<file path="config.mk">
export PLATFORM = sky130hd
export DESIGN_NAME = lcg_rewind
export DESIGN_NICKNAME = d
export VERILOG_FILES = /design/src/rtl/lcg_rewind.sv
export SDC_FILE = /design/constraint.sdc
export NUM_CORES = 1
export LEC_CHECK = 0
export BUFFER_PORTS_ARGS = -buffer_cell sky130_fd_sc_hd__buf_4
export CAP_MARGIN = 40
export CORE_MARGIN = 2
export CORE_UTILIZATION = 30
export DETAILED_ROUTE_END_ITERATION = 12
export GPL_TIMING_DRIVEN = 0
export PLACE_DENSITY = 0.45
export SETUP_SLACK_MARGIN = 0.5
export SLEW_MARGIN = 20
export SYNTH_ARGS = -nofsm -noshare
export SYNTH_HDL_FRONTEND = slang
export SYNTH_SLANG_ARGS = --single-unit
export TNS_END_PERCENT = 100
</file>
<file path="constraint.sdc">
create_clock -name clk -period 14.4 [get_ports clk]
set_clock_uncertainty 0.05 [all_clocks]
set_input_delay 4.32 -clock clk [delete_from_list [all_inputs] [get_ports clk]]
set_output_delay 4.32 -clock clk [all_outputs]
set_load 0.02 [all_outputs]
</file>
<file path="src/rtl/lcg_rewind.sv">
// lcg_rewind: backward stepper for the 64-bit shift-add LCG
//   forward:  q(i+1) = q(i) + (q(i) << r) + b   (mod 2^64)
//   backward: q(i)   = (q(i+1) - b) * (1 + 2^r)^-1, where the inverse is the
//             alternating series 1 - 2^r + 2^2r - ..., applied one term per cycle.
// Optional feature: define LCG_REWIND_FWD_CHECK_EN to re-run the forward step
// on each result and flag a mismatch against the pre-step state on chk_fail.
// Ports:
//   clk, rst       rising-edge clock, asynchronous active-high reset
//   start          load q_in / a / b, abort any step in progress (beats step)
//   step           request one backward step (taken only when idle)
//   q_in, a, b     seed state, forward multiplier (r from highest set bit of a[63:1]), increment
//   q_out          current rewound state
//   busy           step in progress
//   done           one-cycle completion pulse
//   err            with done: step refused because r = 0
//   chk_fail       with done: forward re-check mismatch (0 without the macro)
module lcg_rewind (
  input  logic        clk,
  input  logic        rst,
  input  logic        start,
  input  logic        step,
  input  logic [63:0] q_in,
  input  logic [63:0] a,
  input  logic [63:0] b,
  output logic [63:0] q_out,
  output logic        busy,
  output logic        done,
  output logic        err,
  output logic        chk_fail
);

  localparam int unsigned W  = 64;
  localparam int unsigned RW = 6;
  localparam int unsigned SW = 7;

  typedef enum logic {IDLE, RUN} state_t;

  state_t        state_q, state_d;
  logic [W-1:0]  q_q, q_d;
  logic [RW-1:0] r_q, r_d;
  logic [W-1:0]  b_q, b_d;
  logic [W-1:0]  acc_q, acc_d;
  logic [W-1:0]  sh_q, sh_d;
  logic [SW-1:0] s_q, s_d;
  logic          neg_q, neg_d;
  logic          done_q, done_d;
  logic          err_q, err_d;

  logic [W-1:0]  acc_n;
  logic [SW-1:0] s_sum;
  logic [W-1:0]  diff;
  logic [W-1:0]  a_hi;
  logic [RW-1:0] r_enc;

  // Shift amount: index of the highest set bit of a, ignoring bit 0
  function automatic logic [RW-1:0] enc_r(input logic [W-1:0] v);
    logic [RW-1:0] r;
    r = '0;
    for (int i = 1; i < 64; i++) begin
      if (v[i]) r = RW'(i);
    end
    return r;
  endfunction

  assign a_hi  = a & ~W'(1);
  assign r_enc = enc_r(a_hi);

`ifdef LCG_REWIND_FWD_CHECK_EN
  logic [W-1:0] shadow_q, shadow_d;
  logic         chk_q, chk_d;
  logic [W-1:0] fwd;

  // Forward step applied to the value about to be committed
  assign fwd = acc_n + (acc_n << r_q) + b_q;
`endif

  // State register
  always_ff @(posedge clk or posedge rst) begin
    if (rst) begin
      state_q <= IDLE;
      q_q     <= '0;
      r_q     <= '0;
      b_q     <= '0;
      acc_q   <= '0;
      sh_q    <= '0;
      s_q     <= '0;
      neg_q   <= 1'b0;
      done_q  <= 1'b0;
      err_q   <= 1'b0;
`ifdef LCG_REWIND_FWD_CHECK_EN
      shadow_q <= '0;
      chk_q    <= 1'b0;
`endif
    end else begin
      state_q <= state_d;
      q_q     <= q_d;
      r_q     <= r_d;
      b_q     <= b_d;
      acc_q   <= acc_d;
      sh_q    <= sh_d;
      s_q     <= s_d;
      neg_q   <= neg_d;
      done_q  <= done_d;
      err_q   <= err_d;
`ifdef LCG_REWIND_FWD_CHECK_EN
      shadow_q <= shadow_d;
      chk_q    <= chk_d;
`endif
    end
  end

  // Next-state logic
  always_comb begin
    state_d = state_q;
    q_d     = q_q;
    r_d     = r_q;
    b_d     = b_q;
    acc_d   = acc_q;
    sh_d    = sh_q;
    s_d     = s_q;
    neg_d   = neg_q;
    done_d  = 1'b0;
    err_d   = 1'b0;
`ifdef LCG_REWIND_FWD_CHECK_EN
    shadow_d = shadow_q;
    chk_d    = 1'b0;
`endif

    acc_n = neg_q ? (acc_q - sh_q) : (acc_q + sh_q);
    s_sum = s_q + SW'(r_q);
    diff  = q_q - b_q;

    if (start) begin
      q_d     = q_in;
      r_d     = r_enc;
      b_d     = b;
      state_d = IDLE;
    end else begin
      unique case (state_q)
        IDLE: begin
          if (step) begin
            if (r_q != '0) begin
              // Term 0 of the series goes straight into acc
              acc_d   = diff;
              sh_d    = diff << r_q;
              s_d     = SW'(r_q);
              neg_d   = 1'b1;
              state_d = RUN;
`ifdef LCG_REWIND_FWD_CHECK_EN
              shadow_d = q_q;
`endif
            end else begin
              done_d = 1'b1;
              err_d  = 1'b1;
            end
          end
        end
        RUN: begin
          acc_d = acc_n;
          sh_d  = sh_q << r_q;
          s_d   = s_sum;
          neg_d = ~neg_q;
          // Further terms are shifted entirely out of 64 bits
          if (s_sum >= SW'(64)) begin
            q_d     = acc_n;
            done_d  = 1'b1;
            state_d = IDLE;
`ifdef LCG_REWIND_FWD_CHECK_EN
            chk_d = (fwd != shadow_q);
`endif
          end
        end
        default: state_d = IDLE;
      endcase
    end
  end

  assign q_out = q_q;
  assign busy  = (state_q == RUN);
  assign done  = done_q;
  assign err   = err_q;
`ifdef LCG_REWIND_FWD_CHECK_EN
  assign chk_fail = chk_q;
`else
  assign chk_fail = 1'b0;
`endif

endmodule

</file>
# == Word level (Yosys, flattened, before mapping) ==
# Cells that the tools add are included.
# classes
n_addsub,4
n_lt_le_gt_ge,1
eq_ne,2
shift,2
n_mux,91
bitwise_logic,3
n_reduce_logical,5
# op_table
cell,count
$mux 64,8
$mux 6,60
$pmux 64 s2,2
$shl 64x6->64,2
$sub 64x64->64,2
$add 64x64->64,1
$mux 7,2
$pmux 7 s2,1
$mux 1,13
$add 7x6->7,1
$ge 7x7->1 const B,1
$pmux 1 s2,3
$reduce_bool 6->1,1
$mux 2,2
$ne 2x2->1 const B,2
$reduce_bool 2->1,2
$not 1->1,3
$reduce_and 3->1,1
$reduce_and 2->1,1
# totals
reg_bits,273
inputBits,196
output_inout_bits,68
elab_cells,118

# == Longest topological paths before layout ==
# depth
depth_word,63
ltp_mapped,27
ltp_nobuf,26

# == Worst setup path after synthesis ==
# Ideal clock, no wire load.
# synth_timing
kind,input-to-reg
startpoint,input a[3]
endpoint,register r_q[1]
setup_time_ns,0.150
t_arrival_ns,6.157
slack_ns,8.043
cell_stages,13
n_path_buf,0
cell_sequence,nor2_1 o31ai_1 a211oi_1 o31ai_1 a211oi_1 o31ai_1 a211oi_1 o31ai_1 a211oi_1 nor3_1 o311a_1 o21ai_0 a41oi_1
# synth_via
elab_chain_cells,61
# synth_lines
item,line_no,rtl
start: declaration,23,"input logic [63:0] a,"
$mux 2,60,if (v[i]) r = RW'(i);
$mux 6 (60 in series),60,
end signal: assignment,97,r_q <= r_d;
end: declaration,40,"logic [RW-1:0] r_q, r_d;"
# No other way between the ends.
# A chain may end at the register's enable or synchronous reset.

# == Worst setup path in the final report ==
# layout_timing
startpoint,input step
endpoint,register sh_q[44]
# layout_via
elab_chain_cells,2
# layout_lines
item,line_no,rtl
start: declaration,21,"input logic step,"
$ne 2x2->1 (no source line),-,
$reduce_and 3->1 (no source line),-,
end signal: assignment,85,sh_q <= '0;
end signal: assignment,100,sh_q <= sh_d;
end: declaration,43,"logic [W-1:0] sh_q, sh_d;"
# No other way between the ends.

==> metrics.md <==
| Metric | Value |
|---|---|
| Run status | complete, no violations |
| Drt first pass iters | 6 |
| Maximum clock frequency | 0.136 GHz |
| Starting Density | 0.304 |
| Synth Flop Type | dfrtp_1 |
| GP Congestion | 1.05 |
| Crit path time final | 7340 ps |
| Synth warn | 0 |
| Rel. slew slack | 0.307 |
| First-pass GRT wire length | 227 mm |
| Routed wire length | 161 mm |
| Max clock buf depth | 3 |
| Part of the power in combinational logic | 0.687 |
| Mapped cell area | 27,400 um2 |
| Die X | 306 um |
| DR WL/cell | 31.0 um |
| Final Hold Fails | 0 |
| Share of layout cells above drive strength 1 | 0.143 |
| Crit path DAT | 7720 ps |
| Core Util, Final | 0.367 |
| Clock H-tree levels | 2 |
| TNS Setup | 0 ps |
| CTS Hold Bufs | 0 |
| Synth area leaders | dfrtp_1 (25%), o21ai_0 (6.4%), nand2_1 (6.4%) |
| Psw | 0.00362 W |
| Final hold slack | 423 ps |
| CTS Root Cell | clkbuf_16 |
| Switching fraction of total power | 0.533 |
| CORE AREA | 90,300 um2 |
| Worst Setup End Kind | flop |
| CP required | 14,780 ps |
| Leak | 13.8 nW |
| Count of state elements after synthesis | 273 |
| Final WS setup | 7060 ps |
| Layout Cells excl Fill | 5,199 |
| RSZ-0062 raised after global routing | no |
| Initial antenna violation count | 3 |
| CTS tree | yes |
| Max IR drop VDD | 0.0895 mV |
| DR vias | 31,200 |
| Row cnt | 110 |
| Worst-path clk slew | 60 ps |
| Post-synth top area cell | dfrtp_1 |
| Sink Count | 273 |
| Total track usage | 0.334 |
| Die Height | 306 um |
| Final Max Tran Viols | 0 |
| Cell count after placement | 5,121 |
| Worst setup path class | input port to flop |
| Share of the synthesized area in the top cell type | 0.249 |
| MaxCap Viol Count | 0 |
| Worst setup SP type | input port |
| DR iter-0 viols | 3,294 |
| I/O pin count | 264 |
| TritonCTS Buffers | 40 |
| Worst-Margin Slew | 1010 ps |
| Crit path max fanout | 10 |
| Syn Inst Count | 3,622 |
| Port Buf Inserts | 261 |
| Area grow syn2layout | 20.8% |
| Via/cell ratio | 5.99 |
| Clk Latency, worst-skew pair | 610 ps |
| Place WS | 6640 ps |
| Power Dens Cells | 205 nW/um2 |
| # DRC | 0 |
| Fin nets | 4,323 |
| Syn nets | 3,954 |
| Vias in the first global route | 30,400 |
| Sequential power share | 0.159 |
| Post-synth cell types | 113 |
| Internal power | 0.00318 W |
| Largest net degree at the start of global routing | 85 |
| Final antenna-violating net count | 0 |
| Die ar. | 93,900 um2 |
| Post-synth ARST share | 1.00 |
| Post-CTS Setup Bufs | 0 |
| Final setup viols | 0 |
| Clock power frac | 0.154 |
| Post-Syn Area per Cell | 7.58 um2 |
| Post-cts resize count | 0 |
| GR Overflow Total | 0 |
| Period utilization | 0.510 |
| Post-synthesis sequential area ratio | 0.249 |
| Min-Delay Path Class | flop to flop |
| Final HPWL DP | 131 mm |
| Post-synth EDFFs | 0 |
[power groups by stage]
stage / clock network (W) / logic (W) / registers [W]
detailed placement: 0 / 0.00454 / 0.00109
global placement: 0 / 0.00448 / 0.00109
floorplan: 0 / 0.00287 / 0.00111
finish: 0.00105 / 0.00468 / 0.00108
CTS: 0.00107 / 0.00456 / 0.00108
global route: 0.00110 / 0.00498 / 0.00110
[Yosys cell counts (34+ instances only)]
cell type / number
nand3_1: 63
a31oi_1: 40
nand2_1: 465
inv_1: 159
dfrtp_1: 273
ha_1: 133
clkbuf_1: 163
xnor2_1: 123
buf_1: 40
o21ai_0: 349
a21o_1: 84
a21oi_1: 306
nor4_1: 38
o21ai_1: 34
mux2_2: 40
mux2i_1: 112
o211ai_1: 39
a211oi_1: 50
o21a_1: 49
nor2_1: 299
nor3_1: 98
nand4_1: 36
[worst paths after layout]
path,from,to,depth (start not counted),slack [ps]
max,step,sh_q[44],9,7060
max in group asynchronous,rst,q_out[54],5,9000
min reg2reg,acc_q[15],acc_q[15],2,420
min in group asynchronous,rst,b_q[19],2,3600
min,acc_q[15],acc_q[15],2,420
max reg2reg,sh_q[10],acc_q[63],22,7060
[layer usage]
metal | track usage | vias up | wire length, um
li1 | - | 14100 | -
met1 | 0.443 | 15400 | 68300
met2 | 0.518 | 1401 | 70400
met3 | 0.0582 | 310 | 12500
met4 | 0.178 | 2 | 9790
met5 | 0 | - | 9
[registers in the layout (all words and copies together), names as in the netlist]
signal,cells
q_out,64
done,1
acc_q,64
busy,1
s_q,7
err,1
b_q,64
r_q,6
neg_q,1
sh_q,64
[area by class of cell]
cell class / instances / area (um2)
fillers: 9827 / 57100
multi-input cells: 2954 / 19100
flip-flops and latches: 273 / 6830
repair buffers: 327 / 2850
well taps: 1176 / 1470
clock buffers: 54 / 1120
plain buffers: 235 / 980
inverters: 160 / 608
clock inverters: 16 / 193
diodes: 4 / 10.0
[worst max-delay path: stages]
cell and delay (ps):
buf_4 130, a21oi_1 180, or2_2 140, clkbuf_1 640, clkbuf_1 640, clkbuf_1 500, buf_6 230, buf_1 710
a22oi_1 210
[placed cells by master (no fill, tap or decap), types with 34 or more instances in the layout]
cell type	instances
nand2_1	465
mux2i_1	112
o21ai_1	34
o21ai_0	349
clkbuf_1	151
a21oi_1	306
a211oi_1	50
a21o_1	84
o211ai_1	39
buf_1	35
nand4_1	36
ha_1	133
nand3_1	63
o21a_1	49
nor4_1	38
clkbuf_16	41
inv_1	158
buf_4	270
buf_2	38
a31oi_1	40
nor2_1	298
mux2_2	40
dfrtp_1	273
xnor2_1	123
nor3_1	98
[logic make-up (layout without fill, tap and decap cells)]
kind of cell / after synthesis / count (layout) / synth area share
AO/OA/AOI/OAI: 1295 / 1295 / 0.307
AND/OR/NAND/NOR: 1200 / 1200 / 0.203
buffers and inverters: 395 / 792 / 0.0563
flip-flops: 273 / 273 / 0.249
multiplexers: 172 / 172 / 0.0737
XOR/XNOR: 150 / 150 / 0.0482
adder cells (fa/ha/maj): 136 / 136 / 0.0628
other: 1 / 5 / 0.000137
[through the flow]
stage / total power (W) / cell area (um2)
after floorplan: 0.00398 / 27400
after global routing: 0.00718 / 33100
after global placement: 0.00557 / 30900
final: 0.00680 / 33200
after CTS: 0.00671 / 33100
after detailed placement: 0.00563 / 31800
No activity file was read; power rests on OpenSTA's default activity.
